$ cat config.mk
export PLATFORM = sky130hd
export DESIGN_NAME = nd_rr_arb4
export DESIGN_NICKNAME = d
export VERILOG_FILES = /design/src/rtl/nd_rr_arb4_pkg.sv /design/src/rtl/nd_msg_fifo.sv /design/src/rtl/nd_rr_arb4.sv
export SDC_FILE = /design/constraint.sdc
export NUM_CORES = 1
export LEC_CHECK = 0
export ABC_AREA = 1
export BUFFER_PORTS_ARGS = -buffer_cell sky130_fd_sc_hd__clkbuf_2
export CAP_MARGIN = 20
export CORE_MARGIN = 2
export CORE_UTILIZATION = 30
export CTS_CLUSTER_DIAMETER = 150
export DETAILED_ROUTE_END_ITERATION = 16
export HOLD_SLACK_MARGIN = 0.08
export REMOVE_ABC_BUFFERS = 1
export SYNTH_ARGS = -nofsm -noshare
export SYNTH_HDL_FRONTEND = slang
export SYNTH_SLANG_ARGS = --single-unit
export TNS_END_PERCENT = 5
$ cat constraint.sdc
create_clock -name i_clk -period 2.9 [get_ports i_clk]
set_input_delay 0.29 -clock i_clk [delete_from_list [all_inputs] [get_ports i_clk]]
set_output_delay 0.29 -clock i_clk [all_outputs]
set_load 0.005 [all_outputs]
$ cat src/rtl/nd_rr_arb4_pkg.sv
// Shared definitions for the four-input round-robin message concentrator.
// Holds the default message field sizes, the port index type and the
// rotating-priority pick helper used by the top-level arbiter.
package nd_rr_arb4_pkg;

  localparam int unsigned NS_MESSAGE_FIFO_SIZE = 4;
  localparam int unsigned NS_ADDRESS_SIZE      = 8;
  localparam int unsigned NS_DATA_SIZE         = 8;
  localparam int unsigned NS_REDUN_SIZE        = 4;

  localparam int unsigned NumPorts = 4;

  typedef logic [1:0] port_idx_t;

  typedef struct packed {
    logic      valid;
    port_idx_t idx;
  } grant_t;

  // First set bit of elig found scanning ptr, ptr+1, ... modulo 4.
  function automatic grant_t rr_pick(input logic [NumPorts-1:0] elig, input port_idx_t ptr);
    grant_t    g;
    port_idx_t n;
    g = '0;
    // Scan from the far end back toward ptr so the last hit is the nearest one.
    for (int k = NumPorts - 1; k >= 0; k--) begin
      n = ptr + port_idx_t'(k);
      if (elig[n]) begin
        g.valid = 1'b1;
        g.idx   = n;
      end
    end
    return g;
  endfunction

endpackage

$ cat src/rtl/nd_msg_fifo.sv
// Message FIFO for the concentrator: FSZ entries of {addr, data, red}.
// Ports:
//   i_clk, reset            clock and asynchronous active-high reset
//   i_push, i_push_*        write one message (ignored when full)
//   i_pop                   drop the tail message (ignored when empty)
//   o_tail_*                oldest buffered message
//   o_full, o_empty         occupancy flags from the registered count
module nd_msg_fifo
  import nd_rr_arb4_pkg::*;
#(
  parameter int unsigned FSZ = NS_MESSAGE_FIFO_SIZE,
  parameter int unsigned ASZ = NS_ADDRESS_SIZE,
  parameter int unsigned DSZ = NS_DATA_SIZE,
  parameter int unsigned RSZ = NS_REDUN_SIZE
) (
  input  logic           i_clk,
  input  logic           reset,
  input  logic           i_push,
  input  logic [ASZ-1:0] i_push_addr,
  input  logic [DSZ-1:0] i_push_data,
  input  logic [RSZ-1:0] i_push_red,
  input  logic           i_pop,
  output logic [ASZ-1:0] o_tail_addr,
  output logic [DSZ-1:0] o_tail_data,
  output logic [RSZ-1:0] o_tail_red,
  output logic           o_full,
  output logic           o_empty
);

  localparam int unsigned PW = $clog2(FSZ);
  localparam int unsigned MW = ASZ + DSZ + RSZ;

  localparam logic [PW:0]   FullCnt = FSZ[PW:0];
  localparam logic [PW:0]   CntOne  = 1;
  localparam logic [PW-1:0] PtrOne  = 1;

  logic [MW-1:0] r_mem [FSZ];
  logic [PW-1:0] r_wr;
  logic [PW-1:0] r_rd;
  logic [PW:0]   r_cnt;

  logic w_push;
  logic w_pop;

  assign o_full  = (r_cnt == FullCnt);
  assign o_empty = (r_cnt == '0);
  assign w_push  = i_push & ~o_full;
  assign w_pop   = i_pop & ~o_empty;

  assign {o_tail_addr, o_tail_data, o_tail_red} = r_mem[r_rd];

  always_ff @(posedge i_clk or posedge reset) begin
    if (reset) begin
      r_wr  <= '0;
      r_rd  <= '0;
      r_cnt <= '0;
    end else begin
      if (w_push) r_wr <= r_wr + PtrOne;
      if (w_pop)  r_rd <= r_rd + PtrOne;
      unique case ({w_push, w_pop})
        2'b10:   r_cnt <= r_cnt + CntOne;
        2'b01:   r_cnt <= r_cnt - CntOne;
        default: r_cnt <= r_cnt;
      endcase
    end
  end

  // Storage needs no reset: a zero count hides whatever it still holds.
  always_ff @(posedge i_clk) begin
    if (w_push) r_mem[r_wr] <= {i_push_addr, i_push_data, i_push_red};
  end

endmodule

$ cat src/rtl/nd_rr_arb4.sv
// Four-input, one-output message concentrator. Four inbound four-phase
// channels are granted round-robin into a message FIFO that is replayed on
// one outbound four-phase channel.
// Ports:
//   i_clk, reset                     clock, asynchronous active-high reset
//   ready                            high after the post-reset init cycle
//   rcvN_addr/data/red/req, rcvN_ack inbound channels N = 0..3
//   snd0_addr/data/red/req, snd0_ack outbound channel (fields registered)
module nd_rr_arb4
  import nd_rr_arb4_pkg::*;
#(
  parameter int unsigned FSZ = NS_MESSAGE_FIFO_SIZE,
  parameter int unsigned ASZ = NS_ADDRESS_SIZE,
  parameter int unsigned DSZ = NS_DATA_SIZE,
  parameter int unsigned RSZ = NS_REDUN_SIZE
) (
  input  logic           i_clk,
  input  logic           reset,
  output logic           ready,
  input  logic [ASZ-1:0] rcv0_addr,
  input  logic [DSZ-1:0] rcv0_data,
  input  logic [RSZ-1:0] rcv0_red,
  input  logic           rcv0_req,
  output logic           rcv0_ack,
  input  logic [ASZ-1:0] rcv1_addr,
  input  logic [DSZ-1:0] rcv1_data,
  input  logic [RSZ-1:0] rcv1_red,
  input  logic           rcv1_req,
  output logic           rcv1_ack,
  input  logic [ASZ-1:0] rcv2_addr,
  input  logic [DSZ-1:0] rcv2_data,
  input  logic [RSZ-1:0] rcv2_red,
  input  logic           rcv2_req,
  output logic           rcv2_ack,
  input  logic [ASZ-1:0] rcv3_addr,
  input  logic [DSZ-1:0] rcv3_data,
  input  logic [RSZ-1:0] rcv3_red,
  input  logic           rcv3_req,
  output logic           rcv3_ack,
  output logic [ASZ-1:0] snd0_addr,
  output logic [DSZ-1:0] snd0_data,
  output logic [RSZ-1:0] snd0_red,
  output logic           snd0_req,
  input  logic           snd0_ack
);

  logic                r_ready;
  logic [NumPorts-1:0] r_ack;
  port_idx_t           r_ptr;
  logic                r_snd_req;
  logic [ASZ-1:0]      r_snd_addr;
  logic [DSZ-1:0]      r_snd_data;
  logic [RSZ-1:0]      r_snd_red;

  logic [NumPorts-1:0] w_req;
  logic [NumPorts-1:0] w_elig;
  logic [NumPorts-1:0] w_release;
  logic [NumPorts-1:0] w_grant_oh;
  grant_t              w_pick;
  logic                w_grant;
  logic                w_load;
  logic                w_full;
  logic                w_empty;
  logic [ASZ-1:0]      w_win_addr;
  logic [DSZ-1:0]      w_win_data;
  logic [RSZ-1:0]      w_win_red;
  logic [ASZ-1:0]      w_tail_addr;
  logic [DSZ-1:0]      w_tail_data;
  logic [RSZ-1:0]      w_tail_red;

  assign w_req     = {rcv3_req, rcv2_req, rcv1_req, rcv0_req};
  assign w_elig    = w_req & ~r_ack;
  assign w_release = ~w_req & r_ack;
  assign w_pick    = rr_pick(w_elig, r_ptr);

  // Both decisions use the pre-edge FIFO flags, so a pop never frees room
  // for a push at the same edge and a fresh push is never loaded at once.
  assign w_grant    = r_ready & w_pick.valid & ~w_full;
  assign w_load     = r_ready & ~r_snd_req & ~snd0_ack & ~w_empty;
  assign w_grant_oh = w_grant ? (4'b0001 << w_pick.idx) : 4'b0000;

  always_comb begin
    w_win_addr = rcv0_addr;
    w_win_data = rcv0_data;
    w_win_red  = rcv0_red;
    unique case (w_pick.idx)
      2'd0: begin
        w_win_addr = rcv0_addr;
        w_win_data = rcv0_data;
        w_win_red  = rcv0_red;
      end
      2'd1: begin
        w_win_addr = rcv1_addr;
        w_win_data = rcv1_data;
        w_win_red  = rcv1_red;
      end
      2'd2: begin
        w_win_addr = rcv2_addr;
        w_win_data = rcv2_data;
        w_win_red  = rcv2_red;
      end
      2'd3: begin
        w_win_addr = rcv3_addr;
        w_win_data = rcv3_data;
        w_win_red  = rcv3_red;
      end
    endcase
  end

  nd_msg_fifo #(
    .FSZ(FSZ),
    .ASZ(ASZ),
    .DSZ(DSZ),
    .RSZ(RSZ)
  ) u_fifo (
    .i_clk       (i_clk),
    .reset       (reset),
    .i_push      (w_grant),
    .i_push_addr (w_win_addr),
    .i_push_data (w_win_data),
    .i_push_red  (w_win_red),
    .i_pop       (w_load),
    .o_tail_addr (w_tail_addr),
    .o_tail_data (w_tail_data),
    .o_tail_red  (w_tail_red),
    .o_full      (w_full),
    .o_empty     (w_empty)
  );

  always_ff @(posedge i_clk or posedge reset) begin
    if (reset) begin
      r_ready    <= 1'b0;
      r_ack      <= '0;
      r_ptr      <= '0;
      r_snd_req  <= 1'b0;
      r_snd_addr <= '0;
      r_snd_data <= '0;
      r_snd_red  <= '0;
    end else if (!r_ready) begin
      // Init cycle: come up and do nothing else.
      r_ready <= 1'b1;
    end else begin
      r_ack <= (r_ack & ~w_release) | w_grant_oh;
      if (w_grant) r_ptr <= w_pick.idx + 2'd1;
      if (w_load) begin
        r_snd_addr <= w_tail_addr;
        r_snd_data <= w_tail_data;
        r_snd_red  <= w_tail_red;
        r_snd_req  <= 1'b1;
      end else if (r_snd_req && snd0_ack) begin
        r_snd_req <= 1'b0;
      end
    end
  end

  assign ready     = r_ready;
  assign rcv0_ack  = r_ack[0];
  assign rcv1_ack  = r_ack[1];
  assign rcv2_ack  = r_ack[2];
  assign rcv3_ack  = r_ack[3];
  assign snd0_req  = r_snd_req;
  assign snd0_addr = r_snd_addr;
  assign snd0_data = r_snd_data;
  assign snd0_red  = r_snd_red;

endmodule

## Word-level counts from Yosys, hierarchy flattened

Memories as Yosys holds them, arrays and structs flattened. A register that Yosys moved wholly into a read port is not among the register bits.
Index checks and enable logic that the tools add are counted.
Widths: inputs -> output; s select.

- Register bits after elaboration: 15
- Bits in latches: 0
- Bits in writable memories: 80
- Memory bits (read-only): 0
- Input port bits: 87
- Word-level logic and storage cells: 74
- Memories: 1

- Add/subtract/negate cells: 8
- Multipliers: 0
- Divide/modulo/power cells: 0
- $lt $le $gt $ge: 4
- Eq/ne operators: 6
- Shifts and indexed selects: 1
- Muxes and demuxes: 21
- Bitwise gates (word level): 18
- Reductions and logical operators: 8

Memory list:

| name | words | width | rd ports | clocked after memory_dff | wr ports | RTL line | RTL |
|---|---|---|---|---|---|---|---|
| u_fifo.r_mem | 4 | 20 | 1 | 1 | 1 | nd_msg_fifo.sv:37 | `logic [MW-1:0] r_mem [FSZ];` |

Operator list:

| operator | count |
|---|---|
| $pmux 8 s4 | 2 |
| $pmux 4 s4 | 1 |
| $and 4x4->4 | 3 |
| $lt 2x3->1 const B | 4 |
| $mux 3 | 4 |
| $not 4->4 | 3 |
| $add 2x1->2 const B | 4 |
| $bmux 1 s2 | 4 |
| $mux 1 | 8 |
| $and 1x1->1 | 7 |
| $eq 2x2->1 const B | 3 |
| $pmux 3 s2 | 1 |
| $reduce_and 2->1 | 3 |
| $add 2x2->2 const B | 2 |
| $eq 2x1->1 const B | 2 |
| $mux 4 | 1 |
| $not 1->1 | 4 |
| $or 4x4->4 | 1 |
| $reduce_bool 2->1 | 2 |
| $shl 1x2->4 const A | 1 |
| $add 3x1->3 const B | 1 |
| $eq 3x3->1 const B | 1 |
| $logic_not 3->1 | 1 |
| $sub 3x1->3 const B | 1 |
| other kinds (2) | 2 |

## Longest topological paths before layout

- Depth after elaboration: 13
- Gate-level depth with buffers: 17
- Gate-level depth less buffers: 16

## Hierarchy

Synthesis repeated with hierarchy kept, for this count alone.

- Cell total of the unflattened synthesis: 558
- Area, all modules: 5515.3 um^2

Modules (own cells, without submodules):

| module | times used | cells an instance | area an instance (um^2) |
|---|---|---|---|
| nd_msg_fifo | 1 | 295 | 3642.2 |
| nd_rr_arb4 | 1 | 263 | 1873.0 |

## Worst setup path after synthesis

No wires, ideal clock.

- Path type: register to register
- Start: register r_ptr[0]
- End: memory u_fifo.r_mem[0][0] (netlist bit), data pin
- Library setup time: 0.289 ns
- Arrival time: 2.061 ns
- Required time: 2.611 ns
- Slack: 0.550 ns
- Cell stages (with the launch flop): 18
- Path buffers: 1
- Cells stage by stage: dfrtp_1 -> inv_2 -> nand2_2 -> nand2_4 -> inv_1 -> nand2_1 -> nand2_2 -> inv_4 -> nand2_1 -> nand2_1 -> nand2_1 -> nand2_2 -> inv_1 -> ha_1 -> clkbuf_1 -> a22o_1 -> a21oi_1 -> o21ai_0

- Longest elaborated chain between the ends: 9

RTL lines:

| what | RTL line | RTL |
|---|---|---|
| start, declared | nd_rr_arb4.sv:49 | `port_idx_t r_ptr;` |
| start signal, assigned | nd_rr_arb4.sv:144 | `if (w_grant) r_ptr <= w_pick.idx + 2'd1;` |
| $add 2x2->2 | nd_rr_arb4_pkg.sv:27 | `n = ptr + port_idx_t'(k);` |
| $bmux 1 s2 | nd_rr_arb4_pkg.sv:28 | `if (elig[n]) begin` |
| $mux 1 (implied by the code) | nd_rr_arb4_pkg.sv:28 |  |
| $mux 3 (3 in series) | nd_rr_arb4_pkg.sv:28 |  |
| $mux 3 (*) | nd_rr_arb4_pkg.sv:28 |  |
| $eq 2x2->1, or another cell as far along | nd_rr_arb4.sv:86 | `unique case (w_pick.idx)` |
| $pmux 4 s4 (*) | nd_rr_arb4.sv:86 |  |
| via u_fifo.i_push_red[0] | nd_msg_fifo.sv:21 | `input logic [RSZ-1:0] i_push_red,` |
| end, declared | nd_msg_fifo.sv:37 |  |

Mark *: on every way through the listed nets, which the timed path passes. The rest lies on a longest branch. The select of a mux whose other input is x is not followed.

## Final worst setup path

- Start: register r_ptr[0]
- End: memory u_fifo.r_mem[3][9] (netlist bit), data pin

- Longest elaborated chain between the ends: 9

RTL lines:

| what | RTL line | RTL |
|---|---|---|
| $add 2x2->2 | nd_rr_arb4_pkg.sv:27 |  |
| $bmux 1 s2 | nd_rr_arb4_pkg.sv:28 |  |
| $mux 1 (implied by the code) | nd_rr_arb4_pkg.sv:28 |  |
| $mux 3 (3 in series) | nd_rr_arb4_pkg.sv:28 |  |
| $mux 3 (*) | nd_rr_arb4_pkg.sv:28 |  |
| $eq 2x2->1, or another cell as far along | nd_rr_arb4.sv:86 |  |
| $pmux 8 s4 (*) | nd_rr_arb4.sv:86 |  |
| via u_fifo.i_push_data[5] | nd_msg_fifo.sv:20 | `input logic [DSZ-1:0] i_push_data,` |

Marks and branches as above.

==> impl_metrics.prom <==
# TYPE chip_impl_metric gauge
chip_impl_metric{name="finClkSkew",unit="ns"} 0.0186
chip_impl_metric{name="synth_async_sr_flop_share",unit="%"} 30.4
chip_impl_metric{name="setup-tns-final",unit="ns"} 0
chip_impl_metric{name="detail_route.vias_per_cell",unit=""} 4.70
chip_impl_metric{name="syn_avg_cell_area",unit="um2"} 10.5
chip_impl_metric{name="final_min_period_over_clock_period",unit="%"} 90.9
chip_impl_metric{name="synthesis.instances",unit=""} 500
chip_impl_metric{name="floorplan.die.height",unit="um"} 136
chip_impl_metric{name="dr.pass1.iters",unit=""} 4
chip_impl_info{name="clockRootBuffer",value="sky130_fd_sc_hd__clkbuf_16"} 1
chip_impl_metric{name="initial_core_utilization",unit="%"} 30.6
chip_impl_metric{name="max_cap_viol_count",unit=""} 0
chip_impl_metric{name="width_of_the_chip",unit="um"} 136
chip_impl_metric{name="fmax",unit="MHz"} 379
chip_impl_metric{name="multi_input_area",unit="um2"} 1790
chip_impl_metric{name="yosys_warnings",unit=""} 0
chip_impl_metric{name="register_area",unit="um2"} 3280
chip_impl_metric{name="worst_pin_slew",unit="ns"} 0.842
chip_impl_metric{name="fp.dieArea",unit="um2"} 18600
chip_impl_info{name="tritoncts",value="yes"} 1
chip_impl_metric{name="number_of_antenna_violations_at_the_first_check_in_global_routing",unit=""} 0
chip_impl_metric{name="synthDistinctLibCells",unit=""} 29
chip_impl_metric{name="fill_cells",unit=""} 1651
chip_impl_info{name="critPathKind",value="reg2reg"} 1
chip_impl_metric{name="critPathMaxFanout",unit=""} 14
chip_impl_metric{name="dp_worst_setup_slack",unit="ns"} 0.236
chip_impl_metric{name="arrival_worst_endpoint",unit="ns"} 2.78
chip_impl_info{name="synth_largest_area_cell",value="sky130_fd_sc_hd__edfxtp_1"} 1
chip_impl_metric{name="grt_remaining_overflow",unit=""} 0
chip_impl_metric{name="placement_rows",unit=""} 48
chip_impl_metric{name="clk_pin_slew",unit="ns"} 0.06
chip_impl_metric{name="cts_sinks",unit=""} 115
chip_impl_metric{name="post_synthesis_cell_area",unit="um2"} 5270
chip_impl_metric{name="first_iter_violations",unit=""} 280
chip_impl_metric{name="clk_buf_depth",unit=""} 2
chip_impl_metric{name="vias_in_the_first_global_route",unit=""} 4009
chip_impl_info{name="cp-start-kind",value="flop"} 1
chip_impl_metric{name="totalWireLength",unit="um"} 13600
chip_impl_metric{name="power.density_cell_area",unit="nW/um2"} 1470
chip_impl_metric{name="detailroute.via_count",unit=""} 4047
chip_impl_metric{name="power_leakage",unit="nW"} 2.93
chip_impl_metric{name="grt_max_degree",unit=""} 42
chip_impl_info{name="post_synth_main_area_contributors",value="sky130_fd_sc_hd__edfxtp_1 46%, sky130_fd_sc_hd__dfrtp_1 17%, sky130_fd_sc_hd__nand2_1 7.8%"} 1
chip_impl_info{name="synth.most_common_cell",value="sky130_fd_sc_hd__nand2_1"} 1
chip_impl_info{name="synth_top_flop_cell",value="sky130_fd_sc_hd__edfxtp_1"} 1
chip_impl_metric{name="register_bit_count_reported_by_yosys",unit=""} 115
chip_impl_metric{name="htree_levels",unit=""} 4
chip_impl_metric{name="synth_sequential_area_ratio",unit="%"} 62.2
chip_impl_metric{name="detailedPlacementHpwl",unit="um"} 9270
chip_impl_metric{name="ioPinCount",unit=""} 113
chip_impl_info{name="netlist_top_cells_count",value="109 x sky130_fd_sc_hd__nand2_1, 80 x sky130_fd_sc_hd__edfxtp_1, 70 x sky130_fd_sc_hd__nor2_1"} 1
chip_impl_metric{name="remaining_design_rule_violation_count",unit=""} 0
chip_impl_metric{name="synth.top_cell.area_share",unit="%"} 45.6
chip_impl_metric{name="cp.required",unit="ns"} 3.05
chip_impl_metric{name="io_buffer_count",unit=""} 112
chip_impl_metric{name="drv_slew",unit=""} 0
chip_impl_metric{name="final-setup-viol-count",unit=""} 0
chip_impl_metric{name="layout_cell_share_with_drive_strength_beyond_1",unit="%"} 29.9
chip_impl_metric{name="n_antenna_cell",unit=""} 0
chip_impl_metric{name="groute.usage.overall",unit="%"} 15.5
chip_impl_metric{name="post-cts-setup-buffer-count",unit=""} 0
chip_impl_metric{name="vdd_drop_max",unit="uV"} 772
chip_impl_info{name="timing.critical_path.to_type",value="flop"} 1
chip_impl_metric{name="cts-buffers-inserted",unit=""} 17
chip_impl_metric{name="setup_slack",unit="ns"} 0.264
chip_impl_metric{name="period_needed",unit="ns"} 2.64
chip_impl_metric{name="placedInstanceArea",unit="um2"} 6150
chip_impl_metric{name="drt-wirelength-per-cell",unit="um"} 15.8
chip_impl_metric{name="final_nets",unit=""} 721
chip_impl_metric{name="count_of_flip_flops_with_a_built_in_enable_after_synthesis",unit=""} 80
chip_impl_info{name="rsz0062_at_grt",value="no"} 1
chip_impl_metric{name="clock_insertion_delay_worst_skew",unit="ns"} 0.42
chip_impl_metric{name="timing.final.hold_violations",unit=""} 0
chip_impl_metric{name="route.antenna.remaining_nets",unit=""} 0
chip_impl_info{name="worstHoldPathType",value="in2reg"} 1
chip_impl_metric{name="postLayoutCellArea",unit="um2"} 6780
chip_impl_metric{name="coreArea",unit="um2"} 17200
chip_impl_info{name="status",value="finished, final reports clean"} 1
chip_impl_metric{name="grt_first_pass_wirelength",unit="um"} 20900
chip_impl_metric{name="gp_routability_congestion",unit=""} 0.742
chip_impl_metric{name="slew_headroom",unit="%"} 43.8
chip_impl_metric{name="areaGrowthSynthToFinish",unit="%"} 28.8
critical path: stages, from the launching register on:
cell and delay [ns]:
sky130_fd_sc_hd__dfrtp_1 0.45, sky130_fd_sc_hd__inv_2 0.15, sky130_fd_sc_hd__nand3_1 0.08, sky130_fd_sc_hd__nand2_1 0.12, sky130_fd_sc_hd__nand2_2 0.07, sky130_fd_sc_hd__nand2_2 0.09
sky130_fd_sc_hd__inv_4 0.05, sky130_fd_sc_hd__nand3_1 0.06, sky130_fd_sc_hd__nand2_1 0.05, sky130_fd_sc_hd__nand2_1 0.05, sky130_fd_sc_hd__nand2_1 0.11, sky130_fd_sc_hd__inv_1 0.10
sky130_fd_sc_hd__ha_1 0.16, sky130_fd_sc_hd__buf_4 0.24, sky130_fd_sc_hd__a22o_1 0.17, sky130_fd_sc_hd__a21oi_1 0.03, sky130_fd_sc_hd__o21ai_0 0.40
area by class of cell:
cell class              instances  share of cell area [%]
flip-flops and latches        115                    48.3
multi-input cells             334                    26.4
repair buffers                131                    10.4
clock buffers                  19                    6.53
well taps                     225                    4.15
clock inverters                13                    2.69
inverters                      24                    1.48
cell families (layout without fill, tap and decap cells):
kind of cell / Yosys count / in the layout / synth area share, %
AO/OA/AOI/OAI: 112 / 112 / 13.8
adder cells (fa/ha/maj): 11 / 11 / 2.76
buffers and inverters: 51 / 187 / 3.97
multiplexers: 1 / 1 / 0.214
other: 1 / 1 / 0.0712
AND/OR/NAND/NOR: 205 / 205 / 16.2
XOR/XNOR: 4 / 4 / 0.808
flip-flops: 115 / 115 / 62.2
layer usage:
layer	share of wire, %	vias to the layer above	routed length, um	track usage, %
met3	5.9	11	797	3.52
met4	0.96	0	131	6.71
met5	0	-	0	0
met2	50	117	6790	26.4
li1	-	1982	-	-
met1	43	1937	5910	18.7
flip-flops by register name, summed over array words and instances, names as in the netlist:
| register | count |
|---|---|
| snd0_data | 8 |
| u_fifo.r_rd | 2 |
| u_fifo.r_cnt | 3 |
| snd0_addr | 8 |
| u_fifo.r_wr | 2 |
| r_ack | 4 |
| u_fifo.r_mem | 80 |
| ready | 1 |
| r_ptr | 2 |
| snd0_red | 4 |
| snd0_req | 1 |
worst paths after layout:
path,from,endpoint,slack [ns],cells past startpoint
max,r_ptr[0]$_DFFE_PP0P_,u_fifo.r_mem[3][9]$_DFFE_PP_,0.26,16
min,rcv1_req,r_ack[1]$_DFFE_PP0P_,0.15,3
max reg2reg,r_ptr[0]$_DFFE_PP0P_,u_fifo.r_mem[3][9]$_DFFE_PP_,0.26,16
min reg2reg,snd0_data[1]$_DFFE_PP0P_,snd0_data[1]$_DFFE_PP0P_,0.47,2
max in group asynchronous,reset,snd0_red[3]$_DFFE_PP0P_,1.78,3
min in group asynchronous,reset,snd0_addr[2]$_DFFE_PP0P_,0.58,3
stage by stage:
| step | power, mW | utilization (%) | hold slack (ns) | instances |
|---|---|---|---|---|
| after floorplan | 6.22 | - | 0.442 | 473 |
| after global placement | 7.68 | 35.7 | 0.471 | 828 |
| after detailed placement | 7.88 | 35.7 | 0.467 | 828 |
| after CTS | 10.1 | 39.4 | 0.138 | 861 |
| after global routing | 10.8 | 39.4 | 0.166 | 861 |
| final | 9.99 | 39.4 | 0.153 | 861 |
cell usage in the layout, fill, tap and decap left out, drive strengths merged:
master,n
edfxtp,80
xor2,3
nand2,122
and3,1
fa,1
o32ai,20
buf,18
conb,1
ha,10
bufinv,4
nand3,12
clkbuf,131
clkinv,4
nor2,70
o21ai,49
inv,25
mux2,1
a22o,20
a21oi,23
clkinvlp,4
dlygate4sd3,1
xnor2,1
dfrtp,35
report_power, final:
part	internal (mW)	switching (mW)
sequential	3.11	0.275
clock	1.46	0.732
combinational	1.54	2.87
what timing repair did:
item	in CTS	in global routing
resized for setup	0	3
endpoints found under the hold margin	35	0
hold buffers	1	0
endpoints found under the setup margin	0	11
Note: power is estimated with default switching activity, not from simulation.
